## config.mk

```make
export PLATFORM = sky130hd
export DESIGN_NAME = mips_multicycle_control
export DESIGN_NICKNAME = d
export VERILOG_FILES = /design/src/rtl/mips_multicycle_control.sv
export SDC_FILE = /design/constraint.sdc
export NUM_CORES = 1
export LEC_CHECK = 0
export ABC_AREA = 1
export BUFFER_PORTS_ARGS = -buffer_cell sky130_fd_sc_hd__buf_4
export CORE_MARGIN = 1.5
export CORE_UTILIZATION = 40
export CTS_CLUSTER_DIAMETER = 40
export DETAILED_ROUTE_END_ITERATION = 16
export GPL_ROUTABILITY_DRIVEN = 0
export GPL_TIMING_DRIVEN = 0
export PLACE_DENSITY_LB_ADDON = 0.25
export SLEW_MARGIN = 20
export SYNTH_ARGS = -nofsm -noshare
export SYNTH_HDL_FRONTEND = slang
export SYNTH_SLANG_ARGS = --single-unit
```

## constraint.sdc

```tcl
create_clock -name clock -period 2.2 [get_ports clock]
set_clock_uncertainty 0.15 [all_clocks]
set_input_delay 0.44 -clock clock [delete_from_list [all_inputs] [get_ports clock]]
set_output_delay 0.44 -clock clock [all_outputs]
set_load 0.01 [all_outputs]
```

## src/rtl/mips_multicycle_control.sv

```systemverilog
// Multicycle MIPS control unit: 14-state FSM that sequences fetch, decode and
// per-class execute/writeback, with memory handshake stalls and a HALT trap.
module mips_multicycle_control (
    input  logic       clock,
    input  logic       reset_n,
    input  logic [5:0] opcode,
    input  logic [5:0] func,
    input  logic       zero,
    input  logic       mem_ready,
    output logic       PCWrite,
    output logic       PCWriteCond,
    output logic       IorD,
    output logic       MemRead,
    output logic       MemWrite,
    output logic       IRWrite,
    output logic       RegWrite,
    output logic       ALUSrcA,
    output logic [1:0] MemtoReg,
    output logic [1:0] RegDst,
    output logic [1:0] ALUSrcB,
    output logic [1:0] ALUOp,
    output logic [1:0] PCSource,
    output logic [3:0] state,
    output logic       instr_retired,
    output logic       halted
);

    typedef enum logic [3:0] {
        S_FETCH    = 4'd0,
        S_DECODE   = 4'd1,
        S_MEM_ADDR = 4'd2,
        S_MEM_RD   = 4'd3,
        S_MEM_WB   = 4'd4,
        S_MEM_WR   = 4'd5,
        S_R_EX     = 4'd6,
        S_R_WB     = 4'd7,
        S_BEQ      = 4'd8,
        S_JAL      = 4'd9,
        S_JR       = 4'd10,
        S_I_EX     = 4'd11,
        S_I_WB     = 4'd12,
        S_HALT     = 4'd13
    } state_e;

    localparam logic [5:0] OP_RTYPE = 6'h00;
    localparam logic [5:0] OP_JAL   = 6'h03;
    localparam logic [5:0] OP_BEQ   = 6'h04;
    localparam logic [5:0] OP_ADDI  = 6'h08;
    localparam logic [5:0] OP_ANDI  = 6'h0C;
    localparam logic [5:0] OP_LW    = 6'h23;
    localparam logic [5:0] OP_SW    = 6'h2B;
    localparam logic [5:0] FN_JR    = 6'h08;

    state_e state_q, state_d;
    logic   rtype_alu;

    // The branch decision is made in the datapath from PCWriteCond & zero.
    logic unused_zero;
    assign unused_zero = zero;

    assign rtype_alu = (func == 6'h20) || (func == 6'h24) || (func == 6'h27) ||
                       (func == 6'h2A) || (func == 6'h00);

    // NOTE: sequential state uses non-blocking assignment so every flop samples
    // the pre-edge value; blocking here would create order-dependent races.
    always_ff @(posedge clock or negedge reset_n) begin
        if (!reset_n) state_q <= S_FETCH;
        else          state_q <= state_d;
    end

    always_comb begin
        // NOTE: default assignment first so every path assigns state_d -- no latch.
        state_d = state_q;
        case (state_q)
            S_FETCH:    if (mem_ready) state_d = S_DECODE;
            S_DECODE: begin
                if ((opcode == OP_LW) || (opcode == OP_SW))         state_d = S_MEM_ADDR;
                else if ((opcode == OP_RTYPE) && rtype_alu)         state_d = S_R_EX;
                else if ((opcode == OP_RTYPE) && (func == FN_JR))   state_d = S_JR;
                else if ((opcode == OP_ADDI) || (opcode == OP_ANDI)) state_d = S_I_EX;
                else if (opcode == OP_BEQ)                          state_d = S_BEQ;
                else if (opcode == OP_JAL)                          state_d = S_JAL;
                else                                                state_d = S_HALT;
            end
            S_MEM_ADDR: state_d = (opcode == OP_SW) ? S_MEM_WR : S_MEM_RD;
            S_MEM_RD:   if (mem_ready) state_d = S_MEM_WB;
            S_MEM_WB:   state_d = S_FETCH;
            S_MEM_WR:   if (mem_ready) state_d = S_FETCH;
            S_R_EX:     state_d = S_R_WB;
            S_R_WB:     state_d = S_FETCH;
            S_I_EX:     state_d = S_I_WB;
            S_I_WB:     state_d = S_FETCH;
            S_BEQ:      state_d = S_FETCH;
            S_JAL:      state_d = S_FETCH;
            S_JR:       state_d = S_FETCH;
            S_HALT:     state_d = S_HALT;
            default:    state_d = S_FETCH;
        endcase
    end

    // Outputs stay gated to zero while reset_n is low so no strobe escapes mid-reset.
    always_comb begin
        PCWrite       = 1'b0;
        PCWriteCond   = 1'b0;
        IorD          = 1'b0;
        MemRead       = 1'b0;
        MemWrite      = 1'b0;
        IRWrite       = 1'b0;
        RegWrite      = 1'b0;
        ALUSrcA       = 1'b0;
        MemtoReg      = 2'b00;
        RegDst        = 2'b00;
        ALUSrcB       = 2'b00;
        ALUOp         = 2'b00;
        PCSource      = 2'b00;
        instr_retired = 1'b0;
        halted        = 1'b0;
        if (reset_n) begin
            case (state_q)
                S_FETCH: begin
                    MemRead = 1'b1;
                    ALUSrcB = 2'b01;
                    IRWrite = mem_ready;
                    PCWrite = mem_ready;
                end
                S_DECODE:   ALUSrcB = 2'b11;
                S_MEM_ADDR: begin
                    ALUSrcA = 1'b1;
                    ALUSrcB = 2'b10;
                end
                S_MEM_RD: begin
                    MemRead = 1'b1;
                    IorD    = 1'b1;
                end
                S_MEM_WB: begin
                    RegWrite      = 1'b1;
                    MemtoReg      = 2'b01;
                    instr_retired = 1'b1;
                end
                S_MEM_WR: begin
                    MemWrite      = 1'b1;
                    IorD          = 1'b1;
                    instr_retired = mem_ready;
                end
                S_R_EX: begin
                    ALUSrcA = 1'b1;
                    ALUOp   = 2'b10;
                end
                S_R_WB: begin
                    RegWrite      = 1'b1;
                    RegDst        = 2'b01;
                    instr_retired = 1'b1;
                end
                S_I_EX: begin
                    ALUSrcA = 1'b1;
                    ALUSrcB = 2'b10;
                    ALUOp   = (opcode == OP_ANDI) ? 2'b11 : 2'b00;
                end
                S_I_WB: begin
                    RegWrite      = 1'b1;
                    instr_retired = 1'b1;
                end
                S_BEQ: begin
                    ALUSrcA       = 1'b1;
                    ALUOp         = 2'b01;
                    PCWriteCond   = 1'b1;
                    PCSource      = 2'b01;
                    instr_retired = 1'b1;
                end
                S_JAL: begin
                    RegWrite      = 1'b1;
                    RegDst        = 2'b10;
                    MemtoReg      = 2'b10;
                    PCWrite       = 1'b1;
                    PCSource      = 2'b10;
                    instr_retired = 1'b1;
                end
                S_JR: begin
                    PCWrite       = 1'b1;
                    PCSource      = 2'b11;
                    instr_retired = 1'b1;
                end
                S_HALT:  halted = 1'b1;
                default: ;
            endcase
        end
    end

    assign state = state_q;

endmodule

```

==> metrics, run 1 <==
run status finished, final reports clean; clock tree from TritonCTS done; wire length of the first global-routing pass 3230 µm; GR Overflow Total 0; total half-perimeter wirelength after legalization and detailed placement 1680 µm; number of global-route vias before repair 799; Max FO, Critical Path 4; worst r2r dst state[2]; cell area after layout 1100 µm²; area enclosed by the die boundary 2090 µm²; antenna viol nets, final 0; die height 45.7 µm; Post-Synth Simple-Gate Area 0.588; power dissipated by switching net loads 0.000503 W; Finished Core Util 0.637; top area cells in the synthesized netlist sky130_fd_sc_hd__nor2_1 (16%), sky130_fd_sc_hd__nand2_1 (14%), sky130_fd_sc_hd__dfrtp_1 (14%); flop2flop setup slack 620 ps; cell internal power dissipation 0.000453 W; Placement Setup Slack 173 ps; endpoints failing setup 0; Via Count 997; average wire length per cell after detail routing 9.90 µm; worst rel slew slack 0.724; share of synthesized flip-flops with an asynchronous set or reset 1.00; clock slew at the register clock pins of the worst setup and hold paths 40 ps; initial standard-cell utilization of the core 0.422; Chip Width 45.7 µm; area share of fa/ha/maj cells after synthesis 0; most common cell after layout, fill and taps aside sky130_fd_sc_hd__buf_4; total clock sinks 4; Post-Synthesis Cells 138; cell count of the worst hold path 4; share of the synthesized area in the top cell type 0.165; part of the power in combinational logic 0.719; clock network fraction of design power 0.096; combinational family with the most area after synthesis simple AND/OR/NAND/NOR gates; area fraction in compound gates after synthesis 0.108; Worst Max-Slew Pin Slew 414 ps; number of DRC markers in iteration 0 25; combined area of all synthesized cells 729 µm²; setup tns final 0 ps; data required time of the worst path 1610 ps; fraction of the cycle the final worst path needs 0.967; worst hold path class in -> reg; largest net degree at the start of global routing 11; hold_sp mem_ready; net count after synthesis 154; highest achievable clock rate 470 MHz; kind of end point of the critical path primary output; mux contribution to synthesized area 0; number of buffers created by CTS 3; main flop type after synthesis sky130_fd_sc_hd__dfrtp_1; proportion of layout cells with a drive suffix above 1 0.376; CTS H-Tree Depth 1; Std-Cell Rows 15; peak supply drop 658 µV; source-to-sink clock delay at the later pin of the worst-skew pair 240 ps; capture endpoint of the worst hold path state[0]; area of the core 1730 µm²; path type of the worst setup path reg -> out; buffers from clock root to sink, at most 2; count of antenna diodes in the layout 0; post-synthesis sequential area ratio 0.137; Cell variety after synth 27; number of flip-flops under the largest register name 4; cell area after placement 1050 µm²; startpoint class of the critical path register; setup ws final 71.6 ps; YS warnings 0; leakage component of the power 0.607 nW; clock root buffer sky130_fd_sc_hd__clkbuf_4; largest area contributor in the synthesized netlist sky130_fd_sc_hd__nor2_1; # IOs 40; count of TritonRoute iterations in the first routing pass 4; endpoint arrival time on the critical path 1540 ps; Remaining DRCs 0; xor and xnor area share after synthesis 0; most used cells in the layout excluding fill and tap cells sky130_fd_sc_hd__buf_4 (39), sky130_fd_sc_hd__nor2_1 (31), sky130_fd_sc_hd__nand2_1 (26); Final nets 199; flops & latches, synth 4; power density over the cells 869 nW/µm²; count of final hold-check violations 0; number of vias per cell after detailed routing 4.84; worst flop-to-flop path startpoint state[0]; wire length after detailed routing 2040 µm; number of antenna violations at the first check in global routing 0; fill cell count 176; number of synthesized flops with an enable pin 0; layout-stage area growth over the synthesis result 50.8%; sequential share of power 0.185; Tmin final 2130 ps; depth of the worst register-to-register path 9; Max-Cap Viols 0; total routing resource utilization after global routing 0.207; Max Slew Vio Count 0; net switching fraction of the power 0.526; Post-Syn Area per Cell 5.29 µm²; count of input and output buffers 38
cells by family after synthesis:
kind of cell,Yosys count
AOI/OAI and AO/OA,12
DFF,4
and+or+nand+nor,90
buffers and inverters,32
repair_timing:
action                                  CTS  global route
hold endpoints to repair                  4             0
setup buffers                             0             1
resized for setup                         1             5
hold buffers                              1             0
endpoints found under the setup margin    2             5
cloned                                    0             0
pin swaps                                 0             1
stage by stage:
step	hold WS (ps)	instances	total power (W)
2_1_floorplan	-5.59	138	0.000584
3_3_place_gp	97.6	201	0.000832
3_5_place_dp	97.8	201	0.000837
4_1_cts	328	205	0.000940
5_1_grt	360	206	0.00105
6_report	336	206	0.000956
how the worst max path moves through the flow:
stage                     to  slack (ps)  cells after the start       from
6_report            ALUOp[1]          70                      8   state[2]
5_1_grt             ALUOp[0]         -20                      8   state[2]
4_1_cts             RegWrite          70                      7   state[1]
3_5_place_dp        ALUOp[0]         170                      7  opcode[5]
3_3_place_gp        ALUOp[0]         240                      7  opcode[5]
2_1_floorplan  instr_retired         370                      6   state[2]
metal layers:
metal / vias to the layer above / track usage / wire (µm)
met2: 42 / 0.330 / 979
met4: 0 / 0.0343 / 0
met5: - / 0 / 0
met3: 0 / 0.0595 / 137
li1: 514 / - / -
met1: 441 / 0.283 / 923
layout make-up:
class,instances,area (µm²),area share
Sequential cell,4,104,0.0944
Inverter,31,118,0.107
Timing Repair Buffer,40,303,0.275
Multi-Input combinational cell,102,518,0.471
Tap cell,25,31.3,0.0284
Buffer,1,3.75,0.00341
Clock buffer,3,22.5,0.0205
Yosys cell counts (2+ instances only):
library cell / number
sky130_fd_sc_hd__nand2_2: 4
sky130_fd_sc_hd__a21oi_1: 4
sky130_fd_sc_hd__inv_1: 23
sky130_fd_sc_hd__nor3_1: 3
sky130_fd_sc_hd__nor2_4: 4
sky130_fd_sc_hd__nor2_2: 2
sky130_fd_sc_hd__nand4_1: 3
sky130_fd_sc_hd__nor2_1: 32
sky130_fd_sc_hd__dfrtp_1: 4
sky130_fd_sc_hd__nand2_1: 27
sky130_fd_sc_hd__inv_2: 7
sky130_fd_sc_hd__nand3_1: 10
worst max-delay path: stages, from the launching register on:
cell and delay [ps]:
sky130_fd_sc_hd__dfrtp_2 440, sky130_fd_sc_hd__inv_2 110, sky130_fd_sc_hd__nand2_2 80, sky130_fd_sc_hd__nor2_2 160, sky130_fd_sc_hd__inv_2 60, sky130_fd_sc_hd__nor2_1 110
sky130_fd_sc_hd__inv_1 60, sky130_fd_sc_hd__a21oi_1 130, sky130_fd_sc_hd__buf_4 140
power groups by stage:
stage	combinational [W]	sequential (W)	clock [W]
final	0.000688	0.000177	0.0000918
after global routing	0.000767	0.000185	0.000102
after CTS	0.000674	0.000168	0.0000983
after detailed placement	0.000670	0.000167	0
after global placement	0.000665	0.000167	0
after floorplan	0.000414	0.000170	0
Note: power is estimated with default switching activity, not from simulation.
==> run 2, diff against run 1 <==
--- a/config.mk
+++ b/config.mk
@@ -8,7 +8,7 @@
 export ABC_AREA = 1
 export BUFFER_PORTS_ARGS = -buffer_cell sky130_fd_sc_hd__buf_4
 export CORE_MARGIN = 1.5
-export CORE_UTILIZATION = 40
+export CORE_UTILIZATION = 47
 export CTS_CLUSTER_DIAMETER = 40
 export DETAILED_ROUTE_END_ITERATION = 16
 export GPL_ROUTABILITY_DRIVEN = 0
==> metrics, run 2 (same netlist as run 1, synthesis figures left out) <==
CTS H-Tree Depth 1; uppermost layer routed met3; wire length after detailed routing 1980 µm; data required time of the worst path 1610 ps; Max FO, Critical Path 8; initial standard-cell utilization of the core 0.496; endpoint arrival time on the critical path 1510 ps; WL met3 132 µm; Std-Cell Rows 14; number of antenna violations at the first check in global routing 0; count of buffers added by post-CTS timing repair for setup 0; area enclosed by the die boundary 1800 µm²; Max-Cap Viols 0; buffers from clock root to sink, at most 2; delay of the slowest critical-path stage 480 ps; # IOs 40; kind of end point of the critical path primary output; Chip Width 42.4 µm; most common cell after layout, fill and taps aside sky130_fd_sc_hd__buf_4; worst hold path class in -> reg; endpoints failing setup 0; number of flip-flops under the largest register name 4; source-to-sink clock delay at the later pin of the worst-skew pair 230 ps; slowest cell on the critical path sky130_fd_sc_hd__dfrtp_2; largest net degree at the start of global routing 11; Worst Max-Slew Pin Slew 418 ps; path type of the worst setup path reg -> out; clock root buffer sky130_fd_sc_hd__clkbuf_4; count of antenna diodes in the layout 0; count of input and output buffers 38; die height 42.4 µm; clock tree from TritonCTS done; number of buffers created by CTS 3; setup tns final 0 ps; Tmin final 2100 ps; total half-perimeter wirelength after legalization and detailed placement 1650 µm; CP top delay family flip-flops; Placement Setup Slack 265 ps; wire length of the first global-routing pass 3400 µm; number of DRC markers in iteration 0 24; number of global-route vias before repair 864; antenna viol nets, final 0; met1 wire length 907 µm; peak supply drop 822 µV; CP Cell Sequence nand2_4 -> clkinv_2 -> nor2_2 -> o2111ai_1 -> o21ai_0 -> buf_4; GR Overflow Total 0; layout-stage area growth over the synthesis result 47.2%; most used cells in the layout excluding fill and tap cells sky130_fd_sc_hd__buf_4 (38), sky130_fd_sc_hd__nor2_1 (31), sky130_fd_sc_hd__nand2_1 (27); total routing resource utilization after global routing 0.239; area of the core 1470 µm²; total clock sinks 4; power density over the cells 874 nW/µm²; Max Slew Vio Count 0; average wire length per cell after detail routing 10.1 µm; worst rel slew slack 0.721; buffers and inverters on the worst path 2; count of TritonRoute iterations in the first routing pass 4; setup ws final 102 ps; number of vias per cell after detailed routing 4.95; proportion of layout cells with a drive suffix above 1 0.367; Via Count 970; met2 WL post-DR 943 µm; Final nets 198; startpoint class of the critical path register; final-layout worst hold slack 346 ps; Remaining DRCs 0; fraction of the cycle the final worst path needs 0.954; highest achievable clock rate 477 MHz; run status finished, final reports clean; count of final hold-check violations 0; clock slew at the register clock pins of the worst setup and hold paths 30 ps; leakage component of the power 0.599 nW; setup repair after global routing missed its margin yes
run 2: path summary, 6_finish.rpt:
| check | to | startpoint | cells after the start | slack, ps |
|---|---|---|---|---|
| worst min-delay path | state[0] | mem_ready | 4 | 350 |
| max in group asynchronous | state[0] | reset_n | 2 | 1270 |
| min in group asynchronous | state[3] | reset_n | 2 | 450 |
| worst min register to register | state[0] | state[0] | 2 | 520 |
| worst max-delay path | RegWrite | state[0] | 6 | 100 |
| worst max register to register | state[0] | state[0] | 8 | 650 |
run 2: area by class of cell:
cell class | instances | area [µm²]
clock buffers | 3 | 22.5
repair buffers | 39 | 295
well taps | 16 | 20.0
flip-flops and latches | 4 | 104
multi-input cells | 102 | 510
plain buffers | 1 | 3.75
fillers | 128 | 398
inverters | 31 | 118
run 2: what timing repair did:
item	in CTS	in global routing
setup endpoints to repair	0	5
hold endpoints to repair	4	0
gates resized for setup	0	4
hold buffers	1	0
run 2: worst min-delay path: cells and delay by family:
family / cells / cell delay, ps
buffers and inverters: 1 / 110
AND/OR/NAND/NOR: 2 / 100
AO/OA/AOI/OAI: 1 / 40
run 2: power by group:
part | switching [W] | internal (W)
logic | 0.000397 | 0.000280
registers | 0.0000676 | 0.000107
clock network | 0.0000262 | 0.0000607
total | 0.000491 | 0.000448
run 2: routing by layer:
layer  track usage  vias to the layer above
met5             0                        -
met2         0.391                       33
li1              -                      514
met3        0.0345                        0
met1         0.315                      423
met4        0.0938                        0
run 2: stage by stage:
stage | instance area, µm² | util | std cells | power [W]
4_1_cts | 1070 | 0.725 | 196 | 0.000932
5_1_grt | 1070 | 0.730 | 196 | 0.00102
2_1_floorplan | 729 | - | 138 | 0.000584
6_report | 1070 | 0.730 | 196 | 0.000939
3_3_place_gp | 1030 | 0.703 | 192 | 0.000825
3_5_place_dp | 1030 | 0.703 | 192 | 0.000836
